$ cat src/rtl/i2c_pkg.sv
// Shared types and widths for the I2C target byte engine.
package i2c_pkg;

    localparam int I2C_BYTE_W = 8;
    localparam int I2C_ADDR_W = 7;

    typedef enum logic [2:0] {
        IDLE,
        ADDR,
        ADDR_ACK,
        WRITE_BYTE,
        WRITE_ACK,
        READ_BYTE,
        READ_ACK,
        IGNORE
    } state_t;

endpackage

$ cat src/rtl/i2c_target_if.sv
// Bus pads plus the strobe/data handshake towards i2c_fsm.
interface i2c_target_if;
    import i2c_pkg::*;

    logic                  scl_in;
    logic                  sda_in;
    logic                  sda_oe;
    logic                  i2c_write;
    logic                  i2c_read;
    logic                  i2c_write_valid;
    logic [I2C_BYTE_W-1:0] i2c_write_data;
    logic [I2C_BYTE_W-1:0] i2c_read_data;
    logic                  i2c_read_ready;

    modport slave (
        input  scl_in, sda_in, i2c_read_data,
        output sda_oe, i2c_write, i2c_read, i2c_write_valid, i2c_write_data, i2c_read_ready
    );

    modport master (
        output scl_in, sda_in, i2c_read_data,
        input  sda_oe, i2c_write, i2c_read, i2c_write_valid, i2c_write_data, i2c_read_ready
    );

endinterface

$ cat src/rtl/i2c_line_filter.sv
// Two-flop synchroniser followed by a run-length glitch filter; idles high.
module i2c_line_filter
    import i2c_pkg::*;
#(
    parameter int FILTER_LEN = 3
) (
    input  logic clk,
    input  logic resetn,
    input  logic raw,
    output logic filt
);

    localparam logic [3:0] LAST = 4'(FILTER_LEN - 1);

    logic       sync_p0;
    logic       sync_p1;
    logic [3:0] cnt;

    // The filtered value flips on the FILTER_LEN-th consecutive differing sample.
    always_ff @(posedge clk) begin
        if (!resetn) begin
            sync_p0 <= 1'b1;
            sync_p1 <= 1'b1;
            cnt     <= 4'd0;
            filt    <= 1'b1;
        end else begin
            sync_p0 <= raw;
            sync_p1 <= sync_p0;
            if (sync_p1 == filt) begin
                cnt <= 4'd0;
            end else if (cnt == LAST) begin
                filt <= sync_p1;
                cnt  <= 4'd0;
            end else begin
                cnt <= cnt + 4'd1;
            end
        end
    end

endmodule

$ cat src/rtl/i2c_target.sv
// I2C target: filtered line conditioning, START/STOP detection, address match
// and byte shifting, producing single-cycle strobes for i2c_fsm.
module i2c_target
    import i2c_pkg::*;
#(
    parameter logic [I2C_ADDR_W-1:0] ADDRESS    = 7'h2F,
    parameter int                    FILTER_LEN = 3
) (
    input  logic         clk,
    input  logic         resetn,
    i2c_target_if.slave  bus
);

    logic                  scl_f, sda_f, scl_q, sda_q;
    logic                  scl_rise, scl_fall, start_c, stop_c;
    state_t                state;
    logic [3:0]            bit_cnt;
    logic [I2C_BYTE_W-1:0] shift, tx, wdata;
    logic                  rw, nack, oe;
    logic                  wr_p, rd_p, wv_p, rr_p;

    i2c_line_filter #(.FILTER_LEN(FILTER_LEN)) u_scl (.clk(clk), .resetn(resetn), .raw(bus.scl_in), .filt(scl_f));
    i2c_line_filter #(.FILTER_LEN(FILTER_LEN)) u_sda (.clk(clk), .resetn(resetn), .raw(bus.sda_in), .filt(sda_f));

    always_ff @(posedge clk) begin
        if (!resetn) begin
            scl_q <= 1'b1;
            sda_q <= 1'b1;
        end else begin
            scl_q <= scl_f;
            sda_q <= sda_f;
        end
    end

    assign scl_rise = scl_f & ~scl_q;
    assign scl_fall = ~scl_f & scl_q;
    assign start_c  = scl_f & scl_q & sda_q & ~sda_f;
    assign stop_c   = scl_f & scl_q & ~sda_q & sda_f;

    always_ff @(posedge clk) begin
        if (!resetn) begin
            state   <= IDLE;
            bit_cnt <= 4'd0;
            shift   <= '0;
            tx      <= '0;
            wdata   <= '0;
            rw      <= 1'b0;
            nack    <= 1'b1;
            oe      <= 1'b0;
            wr_p    <= 1'b0;
            rd_p    <= 1'b0;
            wv_p    <= 1'b0;
            rr_p    <= 1'b0;
        end else begin
            wr_p <= 1'b0;
            rd_p <= 1'b0;
            wv_p <= 1'b0;
            rr_p <= 1'b0;
            // Bus conditions override whatever the byte engine is doing.
            if (start_c) begin
                state   <= ADDR;
                bit_cnt <= 4'd0;
                oe      <= 1'b0;
            end else if (stop_c) begin
                state <= IDLE;
                oe    <= 1'b0;
            end else begin
                case (state)
                    ADDR, WRITE_BYTE: begin
                        if (scl_rise) begin
                            shift   <= {shift[I2C_BYTE_W-2:0], sda_f};
                            bit_cnt <= bit_cnt + 4'd1;
                        end else if (scl_fall && bit_cnt == 4'd8) begin
                            bit_cnt <= 4'd0;
                            if (state == WRITE_BYTE) begin
                                wdata <= shift;
                                wv_p  <= 1'b1;
                                oe    <= 1'b1;
                                state <= WRITE_ACK;
                            end else if (shift[7:1] == ADDRESS) begin
                                rw    <= shift[0];
                                wr_p  <= ~shift[0];
                                rd_p  <= shift[0];
                                oe    <= 1'b1;
                                state <= ADDR_ACK;
                            end else begin
                                state <= IGNORE;
                            end
                        end
                    end
                    ADDR_ACK: begin
                        if (scl_fall) begin
                            if (rw) begin
                                tx      <= bus.i2c_read_data;
                                rr_p    <= 1'b1;
                                oe      <= ~bus.i2c_read_data[7];
                                bit_cnt <= 4'd1;
                                state   <= READ_BYTE;
                            end else begin
                                oe    <= 1'b0;
                                state <= WRITE_BYTE;
                            end
                        end
                    end
                    WRITE_ACK: begin
                        if (scl_fall) begin
                            oe      <= 1'b0;
                            bit_cnt <= 4'd0;
                            state   <= WRITE_BYTE;
                        end
                    end
                    READ_BYTE: begin
                        // bit_cnt counts bits already placed on the bus.
                        if (scl_fall) begin
                            if (bit_cnt == 4'd8) begin
                                oe    <= 1'b0;
                                state <= READ_ACK;
                            end else begin
                                oe      <= ~tx[6];
                                tx      <= {tx[I2C_BYTE_W-2:0], 1'b0};
                                bit_cnt <= bit_cnt + 4'd1;
                            end
                        end
                    end
                    READ_ACK: begin
                        if (scl_rise) begin
                            nack <= sda_f;
                        end else if (scl_fall) begin
                            if (!nack) begin
                                tx      <= bus.i2c_read_data;
                                rr_p    <= 1'b1;
                                oe      <= ~bus.i2c_read_data[7];
                                bit_cnt <= 4'd1;
                                state   <= READ_BYTE;
                            end else begin
                                state <= IGNORE;
                            end
                        end
                    end
                    default: oe <= 1'b0;
                endcase
            end
        end
    end

    assign bus.sda_oe          = oe;
    assign bus.i2c_write       = wr_p;
    assign bus.i2c_read        = rd_p;
    assign bus.i2c_write_valid = wv_p;
    assign bus.i2c_write_data  = wdata;
    assign bus.i2c_read_ready  = rr_p;

endmodule

$ cat src/flat_wrapper.sv
// flat-port wrapper written by rule: the top's interface ports become plain ports
module i2c_target_flat import i2c_pkg::*;
#(
    parameter logic [I2C_ADDR_W-1:0] ADDRESS    = 7'h2F,
    parameter int                    FILTER_LEN = 3
)
  (clk, resetn, bus_scl_in, bus_sda_in, bus_i2c_read_data, bus_sda_oe, bus_i2c_write, bus_i2c_read, bus_i2c_write_valid, bus_i2c_write_data, bus_i2c_read_ready);
  i2c_target_if bus_i ();
  input  logic clk;
  input  logic resetn;
  input wire logic [$bits(bus_i.scl_in)-1:0] bus_scl_in;
  input wire logic [$bits(bus_i.sda_in)-1:0] bus_sda_in;
  input wire logic [$bits(bus_i.i2c_read_data)-1:0] bus_i2c_read_data;
  output wire logic [$bits(bus_i.sda_oe)-1:0] bus_sda_oe;
  output wire logic [$bits(bus_i.i2c_write)-1:0] bus_i2c_write;
  output wire logic [$bits(bus_i.i2c_read)-1:0] bus_i2c_read;
  output wire logic [$bits(bus_i.i2c_write_valid)-1:0] bus_i2c_write_valid;
  output wire logic [$bits(bus_i.i2c_write_data)-1:0] bus_i2c_write_data;
  output wire logic [$bits(bus_i.i2c_read_ready)-1:0] bus_i2c_read_ready;
  assign bus_i.scl_in = bus_scl_in;
  assign bus_i.sda_in = bus_sda_in;
  assign bus_i.i2c_read_data = bus_i2c_read_data;
  assign bus_sda_oe = bus_i.sda_oe;
  assign bus_i2c_write = bus_i.i2c_write;
  assign bus_i2c_read = bus_i.i2c_read;
  assign bus_i2c_write_valid = bus_i.i2c_write_valid;
  assign bus_i2c_write_data = bus_i.i2c_write_data;
  assign bus_i2c_read_ready = bus_i.i2c_read_ready;
  i2c_target #(.ADDRESS(ADDRESS), .FILTER_LEN(FILTER_LEN)) u_core (.clk(clk), .resetn(resetn), .bus(bus_i));
endmodule
$ cat config.mk
export PLATFORM = sky130hd
export DESIGN_NAME = i2c_target_flat
export DESIGN_NICKNAME = d
export VERILOG_FILES = /design/src/rtl/i2c_pkg.sv /design/src/rtl/i2c_target_if.sv /design/src/rtl/i2c_line_filter.sv /design/src/rtl/i2c_target.sv /design/src/flat_wrapper.sv
export SDC_FILE = /design/constraint.sdc
export NUM_CORES = 1
export LEC_CHECK = 0
export CORE_MARGIN = 3
export CORE_UTILIZATION = 51
export DETAILED_ROUTE_END_ITERATION = 12
export HOLD_SLACK_MARGIN = 0.06
export PLACE_DENSITY_LB_ADDON = 0.3
export SKIP_CTS_REPAIR_TIMING = 1
export SLEW_MARGIN = 20
export SYNTH_ARGS = -nofsm -noshare
export SYNTH_HDL_FRONTEND = slang
export SYNTH_SLANG_ARGS = --single-unit
$ cat constraint.sdc
create_clock -name clk -period 1.7 [get_ports clk]
set_clock_uncertainty 0.05 [all_clocks]
set_input_delay 0.34 -clock clk [delete_from_list [all_inputs] [get_ports clk]]
set_output_delay 0.34 -clock clk [all_outputs]
set_load 0.02 [all_outputs]
* Yosys cells after proc, flatten, opt, wreduce, memory -nomap -nowiden
Index checks and enable logic that the tools add are counted.
** Storage, ports and cells
- Register bits :: 53
- Logic and storage cells :: 159
** Operators by class
- $add $sub $neg :: 3
- Equality and inequality tests :: 33
- Muxes and demuxes :: 54
- Bitwise logic cells :: 24
- Reduce and logical (&&, ||, !) cells :: 22
** Operators by type and width (number)
- $mux W7 :: 7
- $mux W4 :: 10
- $mux W3 :: 11
- $reduce_and A9 Y1 :: 3
- $ne A4 B1 Y1 const B :: 6
- $pmux W7 S3 :: 1
- $mux W1 :: 20
- $pmux W4 S5 :: 1
- $not A1 Y1 :: 17
- $pmux W3 S5 :: 1
- $ne A2 B1 Y1 const B :: 7
- $add A4 B1 Y4 const B :: 3
- $reduce_and A11 Y1 :: 1
- $reduce_and A10 Y1 :: 1
- $eq A3 B3 Y1 const B :: 3
- $reduce_or A3 Y1 :: 3
- $eq A4 B2 Y1 const B :: 2
- $ne A2 B2 Y1 const B :: 4
- $ne A4 B4 Y1 const B :: 2
- $reduce_and A4 Y1 :: 2
- $reduce_or A8 Y1 :: 1
- $and A1 B1 Y1 :: 7
- $eq A7 B6 Y1 const B :: 1
- $reduce_and A7 Y1 :: 1
- 16 further kinds :: 21

* Logic depth before layout (Yosys ltp)
Gate-level depths: netlist of the first run.
- Depth in word-level cells :: 8
- Depth in mapped cells :: 8

* Modules after synthesis
Synthesis of the first run repeated with hierarchy kept, for this count alone.
** Second synthesis, totals
- Cell total of the unflattened synthesis :: 256
- Area total of the unflattened synthesis :: 2458.6 um2
** By module, submodules not included
- i2c_target :: instances 1, cells each 208, area an instance 1943.1 um2
- i2c_line_filter :: instances 2, cells each 24, area an instance 257.7 um2

* Least setup slack after synthesis of the first run
No wires, ideal clock.
- Path kind :: flip-flop to flip-flop
- From :: reg u_core.state[0]
- To :: reg u_core.tx[1]
- Arrival :: 1.671 ns
- Data required time :: 1.534 ns
- Slack :: -0.137 ns
- Stages on the path, launching flop included :: 9
- Buffers on the path :: 3
- Clock period less this slack :: 1.837 ns
- Cell sequence :: dfxtp_1 > buf_6 > nor2b_4 > buf_6 > a22o_4 > a2111oi_4 > buf_4 > nand3_1 > o211a_1
** On the way
- Longest elaborated chain between the ends :: 3
- Elaborated cells between the ends (all ways) :: 13
** Ends and longest elaborated chain
- start: declaration :: line i2c_target.sv:16 : state_t state;
- start signal: assignment :: line i2c_target.sv:42 : state <= IDLE;
- start signal: assignment :: line i2c_target.sv:61 : state <= ADDR;
- start signal: assignment :: line i2c_target.sv:65 : state <= IDLE;
- $eq A3 B3 Y1 or $eq A3 B2 Y1 (tied branches) :: line i2c_target.sv:68 : case (state)
- $ne A2 B2 Y1 (no line) (tied with other cells)
- $reduce_and A10 Y1 (no line)
- end signal: assignment :: line i2c_target.sv:94 : tx <= bus.i2c_read_data;
- end signal: assignment :: line i2c_target.sv:120 : tx <= {tx[I2C_BYTE_W-2:0], 1'b0};
- end signal: assignment :: line i2c_target.sv:130 : tx <= bus.i2c_read_data;
- end: declaration :: line i2c_target.sv:18 : logic [I2C_BYTE_W-1:0] shift, tx, wdata;
Several ways; a longest one is shown, not always the timed one.
A chain may end at the register's enable or synchronous reset.

* Final worst setup path of the first run
- From :: reg u_core.bit_cnt[1]
- To :: reg u_core.bit_cnt[2]
** On the way
- Longest elaborated chain between the ends :: 4
- Elaborated cells between the ends (all ways) :: 10
** Ends and longest elaborated chain
- start: declaration :: line i2c_target.sv:17 : logic [3:0] bit_cnt;
- start signal: assignment :: line i2c_target.sv:72 : bit_cnt <= bit_cnt + 4'd1;
- start signal: assignment :: line i2c_target.sv:121 : bit_cnt <= bit_cnt + 4'd1;
- $add A4 B1 Y4 or $eq A4 B4 Y1 (tied branches)
- $mux W4 or $logic_and A1 B1 Y1 (tied branches) :: line i2c_target.sv:115, i2c_target.sv:73
- $mux W4 or $ne A3 B1 Y1 (tied branches)
- $pmux W4 S5 or $reduce_and A11 Y1 (tied branches)
Several ways; a longest one is shown, not always the timed one. The select of a mux whose other input is x is not followed.

==> reports/qor.txt, run 1 <==
Asr flop ratio synth -> 0%
Clk buf depth -> 2
GRT Total Usage -> 20.0%
Antenna violations before repair -> 0
Clock Sinks -> 53
Die Ht -> 77.0 um
Routed Antenna Nets -> 0
DR WL met2 -> 2.74 mm
RSZ-0062 raised after global routing -> true
Required time of the critical path -> 1890 ps
Synth area leaders -> dfxtp_1 (41%), nand2_1 (5.7%), nand3_1 (4.3%)
Final hold violation count -> 0
Crit Path Class -> register to register
Grt total ovfl -> 0
R2R depth -> 7
Setup-failing EPs final -> 6
Status -> complete, but fails checks
Startpoint Class -> register
Cells after Synth -> 293
Top FF cell, synth -> dfxtp_1
Share of layout cells above drive strength 1 -> 27.4%
Top-count cell post-synth -> dfxtp_1
Drt total wl -> 5.78 mm
Synthesized area -> 2570 um2
Initial Utilization -> 53.7%
RD Place Congestion -> 0.902
YS warnings -> 0
Io pins -> 25
Reg2reg end -> u_core.bit_cnt[2]$_SDFFE_PP0P_
Routed wire per std cell -> 13.6 um
End-of-flow core utilization -> 73.3%
Worst-Margin Slew -> 526 ps
Reg2reg setup slack -> -220 ps
Vias per inst -> 5.40
Largest net degree at the start of global routing -> 21
Period utilisation layout -> 113%
Maximum VDD drop -> 0.479 mV
Port Buffer Count -> 24
WL met3 -> 284 um
Site row count -> 25
HPWL Detailed -> 3.98 mm
Post-route minimum period -> 1920 ps
# H-tree levels -> 2
Ant diodes -> 0
Failing checks -> setup timing
Worst Hold Path EP -> u_core.u_scl.sync_p1$_SDFF_PN1_
Area of the multi-input gates -> 1540 um2
Area Overhead vs Synth -> 36.4%
Slew Limit Fails -> 0
Top Metal Used -> met4
Max-Cap Viols -> 0
Power Density -> 623 nW/um2
Vias in the first global route -> 2244
FF+latch count, synth -> 53
Setup TNS -> -402 ps
Worst r2r src -> u_core.bit_cnt[1]$_SDFFE_PP0P_
Die ar. -> 5930 um2
Arrival time worst endpoint -> 2120 ps
Number of flops mapped to enable cells by yosys -> 0
Sequential area share after synthesis -> 41.3%
Slew HR -> 64.7%
Skew-Pair Late Insertion Delay -> 310 ps
Synth area leader -> dfxtp_1
Reg clk slew, reported paths -> 90 ps
Via count -> 2297
Die X -> 77.0 um
DR DRC count -> 0
Post-route setup slack -> -224 ps
Drt initial violations -> 168
First-pass GRT wire length -> 9.74 mm
TritonCTS clock tree -> yes
Worst hold path cell count -> 1
Yosys top cell area share -> 41.3%
Fill count -> 356
Root buffer cell -> clkbuf_8
Synth top cells by count -> dfxtp_1 (53), nand2_1 (39), nand3_1 (22)
Fmax -> 520 MHz
Post-layout nets -> 375
Syn avg cell area -> 8.78 um2
Max FO, Critical Path -> 4
Leakage -> 0.00142 uW
Distinct cells, synth -> 55
CTS buffer count -> 5
WL met1 -> 2.65 mm
Element type at the critical path end -> register
Core area -> 4790 um2
1st-pass router iterations -> 4
Hold wc startpoint -> u_core.u_scl.sync_p0$_SDFF_PN1_
Sequential cell area -> 1080 um2
Hold Crit Class -> register to register
Synth Net Count -> 311
[flip-flops by register name, summed over array words and instances, names as in the netlist, 3 cells and up]
name and count:
u_core.shift 8, u_core.state 3, u_core.bit_cnt 4, u_core.bus.i2c_write_data 8
u_core.tx 7, u_core.u_scl.cnt 4, u_core.u_sda.cnt 4
[final cells by class]
type	count	share of cell area, %
Multi-Input combinational cell	217	43.9
Sequential cell	53	30.7
Timing Repair Buffer	72	19.0
Tap cell	67	2.39
Clock buffer	6	2.07
Clock inverter	2	1.11
Inverter	8	0.856
[placed cells by master, fill, tap and decap left out, types with 4 or more instances in the layout]
cell type        Yosys  layout
a21boi_0            10       8
dfxtp_2              0       4
clkbuf_8             0       5
buf_6                3       6
nor2_1              21      20
ha_1                 6       5
clkdlybuf4s50_1      0      22
inv_1                8       7
o211a_1              6       6
nand2b_1            12      11
nand2_1             39      37
nand3_1             22      17
nand3_2              0       5
dfxtp_1             53      46
a21oi_1             11       9
mux2i_1             10      10
xor2_1               4       4
buf_4                1      39
o21ai_0              9       7
nor2b_1             13      10
[cells by family after synthesis]
| family | after synthesis | share of synthesized area [%] |
|---|---|---|
| adders and majority gates | 6 | 2.92 |
| and+or+nand+nor | 133 | 27.2 |
| xor gates and xnor gates | 7 | 2.38 |
| buffers and inverters | 23 | 4.53 |
| AOI/OAI and AO/OA | 60 | 17.4 |
| muxes | 11 | 4.33 |
| DFF | 53 | 41.3 |
[where the power goes]
part	internal [uW]	switching, uW	total (uW)
sequential	1240	3.92	1250
combinational	49.7	36.8	86.5
clock	442	410	852
[through the flow]
step | cell area, um2 | hold slack (ps) | power (uW) | cells | setup slack [ps]
floorplan | 2580 | 336 | 1310 | 293 | -86.2
global placement | 3160 | 338 | 1360 | 411 | -65.9
detailed placement | 3160 | 342 | 1360 | 411 | -134
CTS | 3270 | 363 | 2200 | 419 | -168
global route | 3510 | 394 | 2270 | 425 | -298
finish | 3510 | 365 | 2180 | 425 | -224
[critical path: stages (launching register included)]
cell      delay [ps]
dfxtp_2          340
inv_2             70
ha_4             130
nand3b_1         140
o211ai_1         290
o311ai_2         180
or4_1            530
a21oi_1          130
[worst max path at each step]
| stage | start | to | slack [ps] | depth (start not counted) |
|---|---|---|---|---|
| finish | u_core.bit_cnt[1]$_SDFFE_PP0P_ | u_core.bit_cnt[2]$_SDFFE_PP0P_ | -220 | 7 |
| global route | u_core.bit_cnt[0]$_SDFFE_PP0P_ | u_core.bit_cnt[2]$_SDFFE_PP0P_ | -300 | 7 |
| CTS | u_core.bit_cnt[1]$_SDFFE_PP0P_ | u_core.bit_cnt[2]$_SDFFE_PP0P_ | -170 | 7 |
| detailed placement | u_core.bit_cnt[1]$_SDFFE_PP0P_ | u_core.bit_cnt[2]$_SDFFE_PP0P_ | -130 | 7 |
| global placement | u_core.bit_cnt[1]$_SDFFE_PP0P_ | u_core.bit_cnt[2]$_SDFFE_PP0P_ | -70 | 7 |
| floorplan | u_core.state[0]$_SDFFE_PN0P_ | u_core.tx[1]$_SDFFE_PN0P_ | -90 | 8 |
[per-layer routing]
metal	global-route usage, %	vias to the layer above
met1	25.1	1064
met2	33.4	63
met4	7.65	0
met3	4.58	10
met5	0	-
li1	-	1160
(Power assumes the default switching activity.)
==> run 2: changes to the inputs <==
--- a/config.mk
+++ b/config.mk
@@ -6,4 +6,5 @@
 export NUM_CORES = 1
 export LEC_CHECK = 0
+export ABC_AREA = 1
 export CORE_MARGIN = 3
 export CORE_UTILIZATION = 51
==> constraint.sdc (replaced) <==
create_clock -name clk -period 1.7 [get_ports clk]
set_clock_uncertainty 0.05 [all_clocks]
set_input_delay 0.255 -clock clk [delete_from_list [all_inputs] [get_ports clk]]
set_output_delay 0.255 -clock clk [all_outputs]
set_load 0.02 [all_outputs]
==> run 2 against run 1 <==
Largest cell class unchanged. Critical endpoint is now u_core.state[2]$_SDFFE_PP0P_. Sequential cell count unchanged. Clock-buffer cell count shrank 1. Global-route usage fell by 1.1 points. Setup slack improved by 320 ps. Register-to-register slack gained 320 ps. The flow now finishes without violations. Cell count is 5.4% higher. First-iteration DRC count shrank 32%. Critical path depth rose by 4. Design area fell by 13%. Fmax up 20%.
==> reports/qor.txt, run 2 <==
Largest net degree at the start of global routing -> 24 (+14%)
Core area -> 4530 um2 (-5.3%)
Post-route minimum period -> 1610 ps (-318 ps)
Startpoint Class -> register
Post-layout nets -> 400 (+6.7%)
Dpl ws -> 30.5 ps (+164 ps)
Io pins -> 25 (unchanged)
Syn avg cell area -> 7.25 um2 (-17%)
End-of-flow core utilization -> 67.1% (-6.3 points)
DR WL met2 -> 2.54 mm (-7.2%)
Worst-Margin Slew -> 263 ps (-263 ps)
Reg2reg setup slack -> 90 ps (+320 ps)
Clk buf depth -> 2 (unchanged)
DR DRC count -> 0 (unchanged)
R2R depth -> 11 (+4)
CTS buffer count -> 5 (unchanged)
Max-Cap Viols -> 0 (unchanged)
RD Place Congestion -> 0.881 (-2.4%)
Status -> finished, final reports clean
Initial Utilization -> 55.3% (+1.6 points)
YS warnings -> 0 (unchanged)
Top-count cell post-synth -> nand2_1
Period utilisation layout -> 94.4% (-19 points)
Leakage -> 0.00131 uW (-7.7%)
Root buffer cell -> clkbuf_8
Fmax -> 623 MHz (+20%)
Maximum VDD drop -> 0.642 mV (+34%)
Top Metal Used -> met4
Fill count -> 404 (+13%)
Sequential area share after synthesis -> 42.3% (+1.0 points)
WL met1 -> 2.55 mm (-3.8%)
FF+latch count, synth -> 53 (unchanged)
Routed Antenna Nets -> 0 (unchanged)
Setup-failing EPs final -> 0 (-6)
Worst Hold Path EP -> u_core.u_sda.sync_p1$_SDFF_PN1_
Required time of the critical path -> 1860 ps (-30 ps)
WL met3 -> 189 um (-33%)
Share of layout cells above drive strength 1 -> 17.5% (-9.9 points)
Skew-Pair Late Insertion Delay -> 310 ps (about the same)
Element type at the critical path end -> register
Slew Limit Fails -> 0 (unchanged)
Vias per inst -> 5.01 (-7.2%)
Top FF cell, synth -> dfxtp_1
Synth area leader -> dfxtp_1
Max FO, Critical Path -> 5 (+1)
Crit Path Class -> register to register
Reg2reg end -> u_core.state[2]$_SDFFE_PP0P_
Synth top cells by count -> nand2_1 (81), nor2_1 (62), dfxtp_1 (53)
Ant diodes -> 0 (unchanged)
First-pass GRT wire length -> 9.16 mm (-5.9%)
Synth Net Count -> 364 (+17%)
Worst hold path cell count -> 1 (unchanged)
Distinct cells, synth -> 32 (-42%)
Synthesized area -> 2510 um2 (-2.4%)
GRT Total Usage -> 18.9% (-1.1 points)
RSZ-0062 raised after global routing -> true
Slew HR -> 82.5% (+18 points)
Drt initial violations -> 115 (-32%)
Site row count -> 24 (-4.0%)
HPWL Detailed -> 3.81 mm (-4.5%)
Port Buffer Count -> 24 (unchanged)
Commonest non-fill, non-tap cell in the layout -> nand2_1
Asr flop ratio synth -> 0% (unchanged)
Drt total wl -> 5.35 mm (-7.4%)
1st-pass router iterations -> 4 (unchanged)
Clock Sinks -> 53 (unchanged)
Via count -> 2246 (-2.2%)
Die ar. -> 5800 um2 (-2.2%)
Synth area leaders -> dfxtp_1 (42%), nand2_1 (12%), nor2_1 (9.3%)
Final hold violation count -> 0 (unchanged)
Die Ht -> 76.1 um (-1.1%)
Hold Crit Class -> register to register
Cells after Synth -> 346 (+18%)
Grt total ovfl -> 0 (unchanged)
Vias in the first global route -> 2063 (-8.1%)
Arrival time worst endpoint -> 1760 ps (-360 ps)
Reg clk slew, reported paths -> 100 ps (about the same)
Number of flops mapped to enable cells by yosys -> 0 (unchanged)
Antenna violations before repair -> 0 (unchanged)
Hold wc startpoint -> u_core.u_sda.sync_p0$_SDFF_PN1_
Routed wire per std cell -> 11.9 um (-12%)
Setup TNS -> 0 ps (+402 ps)
Post-route setup slack -> 94.4 ps (+318 ps)
Worst r2r src -> u_core.bit_cnt[1]$_SDFFE_PP0P_
Power Density -> 999 nW/um2 (+60%)
Finished Layout Cells -> 448 (+5.4%)
# H-tree levels -> 2 (unchanged)
Yosys top cell area share -> 42.3% (+1.0 points)
Area Overhead vs Synth -> 21.2%
TritonCTS clock tree -> yes
Min Hold Slack -> 375 ps (+9.86 ps)
Die X -> 76.1 um (-1.1%)
Inst Count DP -> 437 (+6.3%)
Most frequent cells in the layout -> nand2_1 (78), nor2_1 (61), dfxtp_1 (49)
-- run 2: cell types whose count changed in the layout (fill, tap and decap cells not counted), moves of 9 or more --
cell,previous run,this run
buf_4,39,11
inv_1,7,17
inv_2,1,10
mux2i_1,10,0
nand2_1,37,78
nand2b_1,11,1
nand3_1,17,26
nor2_1,20,61
nor2b_1,10,0
-- run 2: cell type report --
type / count / area, um2 / area share, %
Multi-Input combinational cell: 257 / 1340 / 44.2
Sequential cell: 53 / 1070 / 35.1
Timing Repair Buffer: 36 / 343 / 11.3
Inverter: 29 / 114 / 3.74
Tap cell: 65 / 81.3 / 2.67
Clock buffer: 5 / 68.8 / 2.26
Clock inverter: 3 / 21.3 / 0.700
-- run 2: power by group --
part	internal [uW]	switching, uW	leakage [uW]
registers	1360	102	0.000432
clock network	293	427	0.0000445
logic	349	505	0.000830
total	2000	1030	0.00131
-- run 2: cells by family after synthesis --
kind of cell / share of synthesized area, %
compound gates: 6.38
xor+xnor: 2.79
fa+ha+maj: 2.99
buf+inv: 6.38
flops: 42.3
simple gates: 39.2
-- run 2: per-layer routing --
layer  vias to the layer above  global-route usage, %
li1                       1175                      -
met3                         8                   4.49
met5                         -                      0
met2                        43                   31.1
met1                      1020                   24.8
met4                         0                   5.25
-- run 2: how the worst max path moves through the flow --
| stage | startpoint | endpoint |
|---|---|---|
| final | u_core.bit_cnt[1]$_SDFFE_PP0P_ | u_core.state[2]$_SDFFE_PP0P_ |
| after global routing | u_core.u_scl.filt$_SDFFE_PN1P_ | u_core.bit_cnt[0]$_SDFFE_PP0P_ |
| after CTS | u_core.state[2]$_SDFFE_PP0P_ | u_core.bit_cnt[0]$_SDFFE_PP0P_ |
| after detailed placement | u_core.state[2]$_SDFFE_PP0P_ | u_core.bit_cnt[0]$_SDFFE_PP0P_ |
| after global placement | u_core.state[2]$_SDFFE_PP0P_ | u_core.bit_cnt[0]$_SDFFE_PP0P_ |
| after floorplan | u_core.bit_cnt[0]$_SDFFE_PP0P_ | u_core.state[1]$_SDFFE_PP0P_ |
-- run 2: worst max-delay path, stage by stage (launching register included) --
cell,delay (ps)
dfxtp_2,330
inv_1,60
ha_2,180
nand2_2,70
nor2_4,130
nand2_2,110
nand2_2,110
nand3_4,80
nor3_4,230
nand2_1,70
nand2_1,60
nor2_1,30
-- run 2: through the flow --
stage          instance area, um2  total power [uW]
2_1_floorplan                2510              2070
3_3_place_gp                 2860              2220
3_5_place_dp                 2860              2240
4_1_cts                      2950              2960
5_1_grt                      3040              3240
6_report                     3040              3040
